<file path="src/rtl/alu_activity_monitor_if.sv">
// Handshake and sample bus between the ALU, the activity monitor and the report consumer.
interface alu_activity_monitor_if #(
  parameter int TOT_W = 16
);
  logic             start;
  logic             sample_valid;
  logic [3:0]       alu_result;
  logic             alu_carry;
  logic             alu_zero;
  logic             alu_overflow;
  logic             out_ready;
  logic             busy;
  logic             out_valid;
  logic [TOT_W-1:0] total_hd;
  logic [2:0]       max_hd;
  logic             alarm;

  modport master (
    output start, sample_valid, alu_result, alu_carry, alu_zero, alu_overflow, out_ready,
    input  busy, out_valid, total_hd, max_hd, alarm
  );

  modport slave (
    input  start, sample_valid, alu_result, alu_carry, alu_zero, alu_overflow, out_ready,
    output busy, out_valid, total_hd, max_hd, alarm
  );
endinterface

</file>
<file path="src/rtl/alu_activity_monitor.sv">
// Windowed Hamming-distance accumulator over consecutive ALU output samples,
// reporting saturated total, peak per-transition HD and a threshold alarm.
module alu_activity_monitor #(
  parameter int          WINDOW = 64,
  parameter int          CNT_W  = 8,
  parameter int          TOT_W  = 16,
  parameter int unsigned THRESH = 224
) (
  input logic                   clk,
  input logic                   rst,
  alu_activity_monitor_if.slave bus
);
  typedef enum logic [1:0] {IDLE, PRIME, ACCUM, REPORT} state_t;

  state_t           r_state;
  logic [6:0]       r_prev;
  logic [CNT_W-1:0] r_cnt;
  logic [TOT_W-1:0] r_acc;
  logic [2:0]       r_max;
  logic             r_busy;
  logic             r_out_valid;
  logic [TOT_W-1:0] r_total;
  logic [2:0]       r_max_o;
  logic             r_alarm;

  logic [6:0]       w_s;
  logic [6:0]       w_diff;
  logic [2:0]       w_hd;
  logic [TOT_W:0]   w_sum;
  logic [TOT_W-1:0] w_acc_nxt;
  logic [2:0]       w_max_nxt;
  logic             w_last;

  assign w_s    = {bus.alu_overflow, bus.alu_zero, bus.alu_carry, bus.alu_result};
  assign w_diff = r_prev ^ w_s;

  always_comb begin
    w_hd = '0;
    for (int i = 0; i < 7; i++) w_hd = w_hd + {2'b00, w_diff[i]};
  end

  // Carry out of the extended sum means the accumulator would wrap: pin it at all-ones.
  assign w_sum     = {1'b0, r_acc} + (TOT_W+1)'(w_hd);
  assign w_acc_nxt = w_sum[TOT_W] ? '1 : w_sum[TOT_W-1:0];
  assign w_max_nxt = (w_hd > r_max) ? w_hd : r_max;
  assign w_last    = (r_cnt == CNT_W'(WINDOW - 1));

  always_ff @(posedge clk or posedge rst) begin
    if (rst) begin
      r_state     <= IDLE;
      r_prev      <= '0;
      r_cnt       <= '0;
      r_acc       <= '0;
      r_max       <= '0;
      r_busy      <= 1'b0;
      r_out_valid <= 1'b0;
      r_total     <= '0;
      r_max_o     <= '0;
      r_alarm     <= 1'b0;
    end else begin
      case (r_state)
        IDLE: if (bus.start) begin
          r_state <= PRIME;
          r_busy  <= 1'b1;
          r_cnt   <= '0;
          r_acc   <= '0;
          r_max   <= '0;
          r_total <= '0;
          r_max_o <= '0;
          r_alarm <= 1'b0;
        end
        PRIME: if (bus.sample_valid) begin
          r_prev  <= w_s;
          r_state <= ACCUM;
        end
        ACCUM: if (bus.sample_valid) begin
          r_prev <= w_s;
          r_acc  <= w_acc_nxt;
          r_max  <= w_max_nxt;
          r_cnt  <= r_cnt + 1'b1;
          // Report registers load together with the final transition.
          if (w_last) begin
            r_state     <= REPORT;
            r_out_valid <= 1'b1;
            r_total     <= w_acc_nxt;
            r_max_o     <= w_max_nxt;
            r_alarm     <= (32'(w_acc_nxt) > THRESH);
          end
        end
        REPORT: if (bus.out_ready) begin
          r_state     <= IDLE;
          r_busy      <= 1'b0;
          r_out_valid <= 1'b0;
        end
        default: r_state <= IDLE;
      endcase
    end
  end

  assign bus.busy      = r_busy;
  assign bus.out_valid = r_out_valid;
  assign bus.total_hd  = r_total;
  assign bus.max_hd    = r_max_o;
  assign bus.alarm     = r_alarm;
endmodule

</file>
<file path="src/flat_wrapper.sv">
// flat-port wrapper written by rule: the top's interface ports become plain ports
module alu_activity_monitor_flat 
#(
  parameter int          WINDOW = 64,
  parameter int          CNT_W  = 8,
  parameter int          TOT_W  = 16,
  parameter int unsigned THRESH = 224
)
  (clk, rst, bus_start, bus_sample_valid, bus_alu_result, bus_alu_carry, bus_alu_zero, bus_alu_overflow, bus_out_ready, bus_busy, bus_out_valid, bus_total_hd, bus_max_hd, bus_alarm);
  alu_activity_monitor_if #(.TOT_W(TOT_W)) bus_i ();
  input logic clk;
  input logic rst;
  input wire logic [$bits(bus_i.start)-1:0] bus_start;
  input wire logic [$bits(bus_i.sample_valid)-1:0] bus_sample_valid;
  input wire logic [$bits(bus_i.alu_result)-1:0] bus_alu_result;
  input wire logic [$bits(bus_i.alu_carry)-1:0] bus_alu_carry;
  input wire logic [$bits(bus_i.alu_zero)-1:0] bus_alu_zero;
  input wire logic [$bits(bus_i.alu_overflow)-1:0] bus_alu_overflow;
  input wire logic [$bits(bus_i.out_ready)-1:0] bus_out_ready;
  output wire logic [$bits(bus_i.busy)-1:0] bus_busy;
  output wire logic [$bits(bus_i.out_valid)-1:0] bus_out_valid;
  output wire logic [$bits(bus_i.total_hd)-1:0] bus_total_hd;
  output wire logic [$bits(bus_i.max_hd)-1:0] bus_max_hd;
  output wire logic [$bits(bus_i.alarm)-1:0] bus_alarm;
  assign bus_i.start = bus_start;
  assign bus_i.sample_valid = bus_sample_valid;
  assign bus_i.alu_result = bus_alu_result;
  assign bus_i.alu_carry = bus_alu_carry;
  assign bus_i.alu_zero = bus_alu_zero;
  assign bus_i.alu_overflow = bus_alu_overflow;
  assign bus_i.out_ready = bus_out_ready;
  assign bus_busy = bus_i.busy;
  assign bus_out_valid = bus_i.out_valid;
  assign bus_total_hd = bus_i.total_hd;
  assign bus_max_hd = bus_i.max_hd;
  assign bus_alarm = bus_i.alarm;
  alu_activity_monitor #(.WINDOW(WINDOW), .CNT_W(CNT_W), .TOT_W(TOT_W), .THRESH(THRESH)) u_core (.clk(clk), .rst(rst), .bus(bus_i));
endmodule
</file>
<file path="config.mk">
export PLATFORM = sky130hd
export DESIGN_NAME = alu_activity_monitor_flat
export DESIGN_NICKNAME = d
export VERILOG_FILES = /design/src/rtl/alu_activity_monitor_if.sv /design/src/rtl/alu_activity_monitor.sv /design/src/flat_wrapper.sv
export SDC_FILE = /design/constraint.sdc
export NUM_CORES = 1
export LEC_CHECK = 0
export BUFFER_PORTS_ARGS = -buffer_cell sky130_fd_sc_hd__buf_2
export CAP_MARGIN = 20
export CORE_ASPECT_RATIO = 2
export CORE_MARGIN = 2
export CORE_UTILIZATION = 25
export CTS_CLUSTER_DIAMETER = 200
export CTS_CLUSTER_SIZE = 12
export DETAILED_ROUTE_END_ITERATION = 10
export SLEW_MARGIN = 20
export SYNTH_ARGS = -nofsm -noshare
export SYNTH_HDL_FRONTEND = slang
export SYNTH_SLANG_ARGS = --single-unit
</file>
<file path="constraint.sdc">
create_clock -name clk -period 4.43 [get_ports clk]
set_input_delay 0.2215 -clock clk [delete_from_list [all_inputs] [get_ports clk]]
set_output_delay 0.2215 -clock clk [all_outputs]
set_load 0.005 [all_outputs]
</file>
==> flow_summary.ini, run 1 <==
[synthesis]
synth_compound_gate_area_share_pct = 17.3
synth_top_family_by_area = compound AO/OA/AOI/OAI gates
yosys.area_share.simple_pct = 17.1
syn_nets = 382
syn-cell-area_um2 = 3390
synth.distinct_cells = 57
muxShareOfSynthArea_pct = 4.20
syn_inst = 352
async_reset_ff_share_pct = 100
synthFlopType = dfrtp_1
yosysSeqAreaShare_pct = 42.8
ys_warn_count = 0
ys_ff_latch = 58
synth_adder_area_share_pct = 7.52
syn_avg_cell_area_um2 = 9.64
synth_edf_count = 0
synth_xor_area_share_pct = 5.94

[final_layout]
drive_gt1_share_pct = 34.9
fin_nets = 449
antennaDiodeCount = 0
area_growth_pct = 35.1
final_util_pct = 34.3

[clock_tree]
cts.sinks = 58
clk-insertion-delay-late_ps = 330
clk_pin_slew_ps = 50
cts_max_path_buffers = 2
cts_tree = done
clock-root-buffer = clkbuf_16
cts_buffers = 9
h-tree-depth = 3

[run]
max-cap-violations = 0

[die]
start_util_pct = 25.4
dieArea_um2 = 14600
core-area_um2 = 13400
rows = 60
io_pins = 34
dieHeight_um = 169
dieWidth_um = 86.4

[sta]
hold_viol_final = 0
setup_viol = 0
post-route-min-period_ps = 4410
max_freq_ghz = 0.227
slew_violations = 0
post-route-period-util_pct = 99.6
clock_skew_ps = 7.63
rsz0062_at_grt = yes
worst_pin_slew_ps = 930
max_slew_margin_pct = 37.7

[global_routing]
gr-total-overflow = 0
grt_max_degree = 59
track_usage_pct = 13.0
grt_pass1_vias = 2985
grt_pass1_wl_mm = 14.8
antenna_found_initial = 0

[drt]
ant_nets = 0
via_count = 2863
drc = 0
wl_met3_um = 339
wl_per_cell_um = 15.9
met1Wirelength_mm = 3.44
highest_layer = met4
drt_iter0_markers = 173
drt_wl_total_mm = 9.20
viasPerCell = 4.94
drt-pass1-iter-count = 4
wl_met2_mm = 5.07

[critical_path]
crit_path_end_kind = flip-flop
max_stage_delay_ps = 500
r2r_slack_ps = 20
critPathTopFamily = adder cells
cp_max_fo = 5
cp_cell_sequence = xor2_1 > ha_1 > fa_1 > inv_2 > fa_1 > inv_1 > ha_2 > inv_2 > fa_2 > xnor2_4 > ha_4 > buf_4 > xnor2_4 > nor4_1 > a221oi_2 > o31ai_2 > a2111o_1 > o311ai_1
reg2reg_from = u_core.r_prev[0]
slowest_stage = fa_1
worst_ep_required_time_ps = 4650
start_kind = flip-flop
worstPathArrival_ps = 4630
critPathKind = flip-flop to flip-flop
reg2reg_to = u_core.bus.alarm
critPathBufInv = 4
ff2ff_path_depth = 18

[hold_path]
hold_path.class = primary input to async pin

[outcome]
status = completed

[place]
gp_congestion = 0.887
dp_hpwl_mm = 6.37
port_buffers = 33
-- registers in the layout, indices dropped and copies added (netlist names) --
signal and flops:
u_core.bus.alarm 1, u_core.bus.busy 1, u_core.bus.max_hd 3, u_core.bus.out_valid 1, u_core.bus.total_hd 16, u_core.r_acc 16, u_core.r_cnt 8, u_core.r_max 3
u_core.r_prev 7, u_core.r_state 2
-- kinds of logic after synthesis --
family                   count (synthesis)
adder cells (fa/ha/maj)                 18
XOR/XNOR                                23
buffers and inverters                   39
AND/OR/NAND/NOR                        117
multiplexers                            13
AO/OA/AOI/OAI                           84
flip-flops                              58
-- tightest hold or removal path, stage by stage --
cell   delay, ps
buf_2        100
inv_2         30
buf_4        570
-- layer usage --
layer | vias up | global-route usage, %
li1 | 1366 | -
met1 | 1406 | 13.8
met2 | 66 | 23.3
met3 | 25 | 3.07
met4 | 0 | 6.59
met5 | - | 0
-- per-stage QoR --
step | setup WS, ps | instances | setup TNS, ps | hold WS, ps | instance area [um^2]
CTS | 20.7 | 574 | 0 | 139 | 4410
global placement | -265 | 554 | -610 | 466 | 3900
finish | 19.7 | 579 | 0 | 102 | 4580
detailed placement | -390 | 554 | -1490 | 468 | 3900
global route | -91.6 | 579 | -339 | 166 | 4580
floorplan | 33.3 | 352 | 0 | 372 | 3390
-- worst max path at each step --
stage                          start              endpoint  slack, ps  cells past startpoint
floorplan           u_core.r_prev[0]      u_core.bus.alarm         30                     16
global placement    u_core.r_prev[0]      u_core.bus.alarm       -270                     17
detailed placement  u_core.r_prev[0]      u_core.bus.alarm       -390                     17
CTS                 u_core.r_prev[1]  u_core.bus.max_hd[2]         20                     19
global route        u_core.r_prev[0]      u_core.bus.alarm        -90                     18
finish              u_core.r_prev[0]      u_core.bus.alarm         20                     18
-- layout by cell type, fill, tap and decap left out, types with 3 or more instances in the layout --
cell,n
a22o_1,13
and3_1,3
and4_1,3
buf_2,33
buf_4,37
buf_6,4
bufinv_16,3
clkbuf_16,9
dfrtp_1,58
ha_1,9
ha_4,4
inv_1,17
inv_2,3
mux2_2,8
nand2_1,48
nand2b_1,4
nand3_1,10
nor2_1,20
nor2_2,3
nor3_1,4
o21ai_0,36
o21ai_1,4
o31ai_1,3
xnor2_1,9
xor2_1,10
-- synthesized netlist by cell type, types with 3 or more instances --
| master | instances | area (um^2) |
|---|---|---|
| clkbuf_1 | 5 | 18.8 |
| inv_1 | 21 | 78.8 |
| a211oi_1 | 3 | 22.5 |
| nand2_1 | 49 | 184 |
| and4_1 | 3 | 26.3 |
| mux2_2 | 9 | 101 |
| nor3_1 | 5 | 25.0 |
| nor2_2 | 3 | 18.8 |
| xnor2_1 | 13 | 114 |
| dfrtp_1 | 58 | 1450 |
| nand2b_1 | 5 | 31.3 |
| xor2_1 | 10 | 87.6 |
| nor2_1 | 21 | 78.8 |
| ha_1 | 14 | 175 |
| o21ai_0 | 39 | 195 |
| buf_2 | 8 | 40.0 |
| o21ai_1 | 3 | 15.0 |
| a22o_1 | 13 | 114 |
| fa_1 | 4 | 80.1 |
| nand3_1 | 12 | 60.1 |
| and3_1 | 3 | 18.8 |
| o31ai_1 | 5 | 37.5 |
| mux2i_1 | 3 | 30.0 |
-- repair_timing --
item                                    4_1_cts  5_1_grt
hold endpoints to repair                      0        0
cloned                                        0        0
hold buffers                                  0        0
gates resized for setup                      22       29
buffers inserted                              4        6
pin swaps                                    11       16
endpoints found under the setup margin       25       31
-- final cells by class --
type | count | area [um^2]
clock buffer | 11 | 253
clock inverter | 5 | 100
fill | 1329 | 8780
inverter | 21 | 81.3
multi-input combinational | 255 | 2020
sequential | 58 | 1450
tap | 155 | 194
timing repair buffer | 74 | 488
Power of run 1 is left out: the tool's default activity adds up to more than one toggle a clock period on the data nets, which glitch-free logic cannot reach.
==> inputs of run 2 (changes only) <==
- CELL_PAD_IN_SITES_DETAIL_PLACEMENT: unset -> 0
- CELL_PAD_IN_SITES_GLOBAL_PLACEMENT: unset -> 1
- PLACE_DENSITY_LB_ADDON: unset -> 0.1
==> run 2 against run 1 <==
Compared with the run above: sequential share of layout area is 0.087 points higher; first-iteration DRC count is 33% lower; final cell count is 0.35% higher; via count is 0.77% higher; fmax is 0.43% higher; global-route usage is 2.5 points higher; flip-flop and latch count stayed put; critical path type unchanged; critical endpoint unchanged; largest cell class unchanged; highest routed layer unchanged.
==> flow_summary.ini, run 2 (synthesis gave the netlist of run 1 again) <==
[clock_tree]
cts_buffers = 9
clock-root-buffer = clkbuf_16
h-tree-depth = 3
cts_tree = done
clk-insertion-delay-late_ps = 330
cts_max_path_buffers = 2
clk_pin_slew_ps = 60
cts.sinks = 58

[global_routing]
gr-total-overflow = 0
track_usage_pct = 15.5
antenna_found_initial = 0
grt_pass1_wl_mm = 16.9
grt_max_degree = 59
grt_pass1_vias = 3041

[critical_path]
worstPathArrival_ps = 4570
crit_path_end_kind = flip-flop
worst_ep_required_time_ps = 4610
critPathLaunch = u_core.r_prev[1]
reg2reg_from = u_core.r_prev[1]
cp_max_fo = 5
ff2ff_path_depth = 18
critPathKind = flip-flop to flip-flop
start_kind = flip-flop

[final_layout]
layout.cells.most_common = dfrtp_1
antennaDiodeCount = 0
final_cell_mix = 58 x dfrtp_1, 48 x nand2_1, 40 x buf_4
multiInputGateArea_um2 = 2010
fillers = 1404
fin_nets = 451
area_growth_pct = 34.7
register_area_um2 = 1450
drive_gt1_share_pct = 35.9
final_util_pct = 34.2

[place]
dp_hpwl_mm = 7.74
port_buffers = 33
gp_congestion = 0.824

[sta]
clock_skew_ps = 8.73
post-route-min-period_ps = 4390
setup_viol = 0
hold_viol_final = 0
max_freq_ghz = 0.228
max_slew_margin_pct = 41.0
slew_violations = 0
rsz0062_at_grt = yes
worst_pin_slew_ps = 880
post-route-period-util_pct = 99.1

[die]
core-area_um2 = 13400
dieArea_um2 = 14600
rows = 60
io_pins = 34
start_util_pct = 25.4
dieWidth_um = 86.4
dieHeight_um = 169

[drt]
ant_nets = 0
drc = 0
drt_iter0_markers = 116
viasPerCell = 4.97
drt-pass1-iter-count = 5
drt_wl_total_mm = 10.6
wl_per_cell_um = 18.3
via_count = 2885

[outcome]
status = completed

[hold_path]
hold_path.class = primary input to async pin

[run]
max-cap-violations = 0
==> run 2: cell count changes in the layout (fill, tap and decap cells not counted), moves of 2 or more <==
cell	before	now
o21ai_0	36	31
o21ai_1	4	9
buf_4	37	40
a211oi_1	2	0
a211oi_2	1	3
buf_6	4	2
nor2_1	20	18
nor2_2	3	5
==> run 2: critical path: stages, from the launching register on <==
cell and delay [ps]:
dfrtp_1 380, xor2_1 170, ha_1 300, fa_1 500, inv_2 40, fa_1 460, inv_1 70, ha_2 160
inv_2 30, fa_2 380, xnor2_4 160, ha_4 320, a21oi_4 80, buf_6 120, a211oi_4 330, and3_1 230
o2111ai_2 160, nor4b_4 250, o311ai_1 110
==> run 2: per-stage QoR <==
step,hold WS (ps),area (um^2),TNS [ps],worst slack (ps),instances
CTS,132,4410,-0.326,-0.326,577
detailed placement,469,3910,-1010,-261,556
global placement,461,3910,-586,-222,556
finish,122,4570,0,38.6,581
floorplan,372,3390,0,33.3,352
global route,146,4570,-379,-148,581
==> run 2: cell type report <==
class,count,share of cell area (%)
clock buffer,12,5.83
clock inverter,4,1.59
inverter,21,1.72
multi-input combinational,255,44.1
sequential,58,31.8
tap,155,4.24
timing repair buffer,76,10.8
==> run 2: per-layer routing <==
layer / vias to the layer above / wire length, um / global-route usage [%]
li1: 1370 / - / -
met1: 1426 / 3760 / 15.6
met2: 63 / 6090 / 28.8
met3: 26 / 303 / 2.78
met4: 0 / 469 / 8.90
met5: - / 0 / 0
==> run 2: timing repair <==
action,in CTS,in global routing
pin swaps,15,11
setup endpoints to repair,20,18
hold buffers,0,0
cloned,0,1
resized for setup,23,32
buffers inserted,5,4
==> run 2: path summary, 6_finish.rpt <==
path | to | slack, ps
max | u_core.bus.alarm | 40
min | u_core.bus.max_hd[0] | 120
max reg2reg | u_core.bus.alarm | 40
min reg2reg | u_core.bus.total_hd[11] | 470
max in group asynchronous | u_core.bus.total_hd[9] | 3780
min in group clk | u_core.r_prev[4] | 150
Power of run 2 is left out for the same reason.
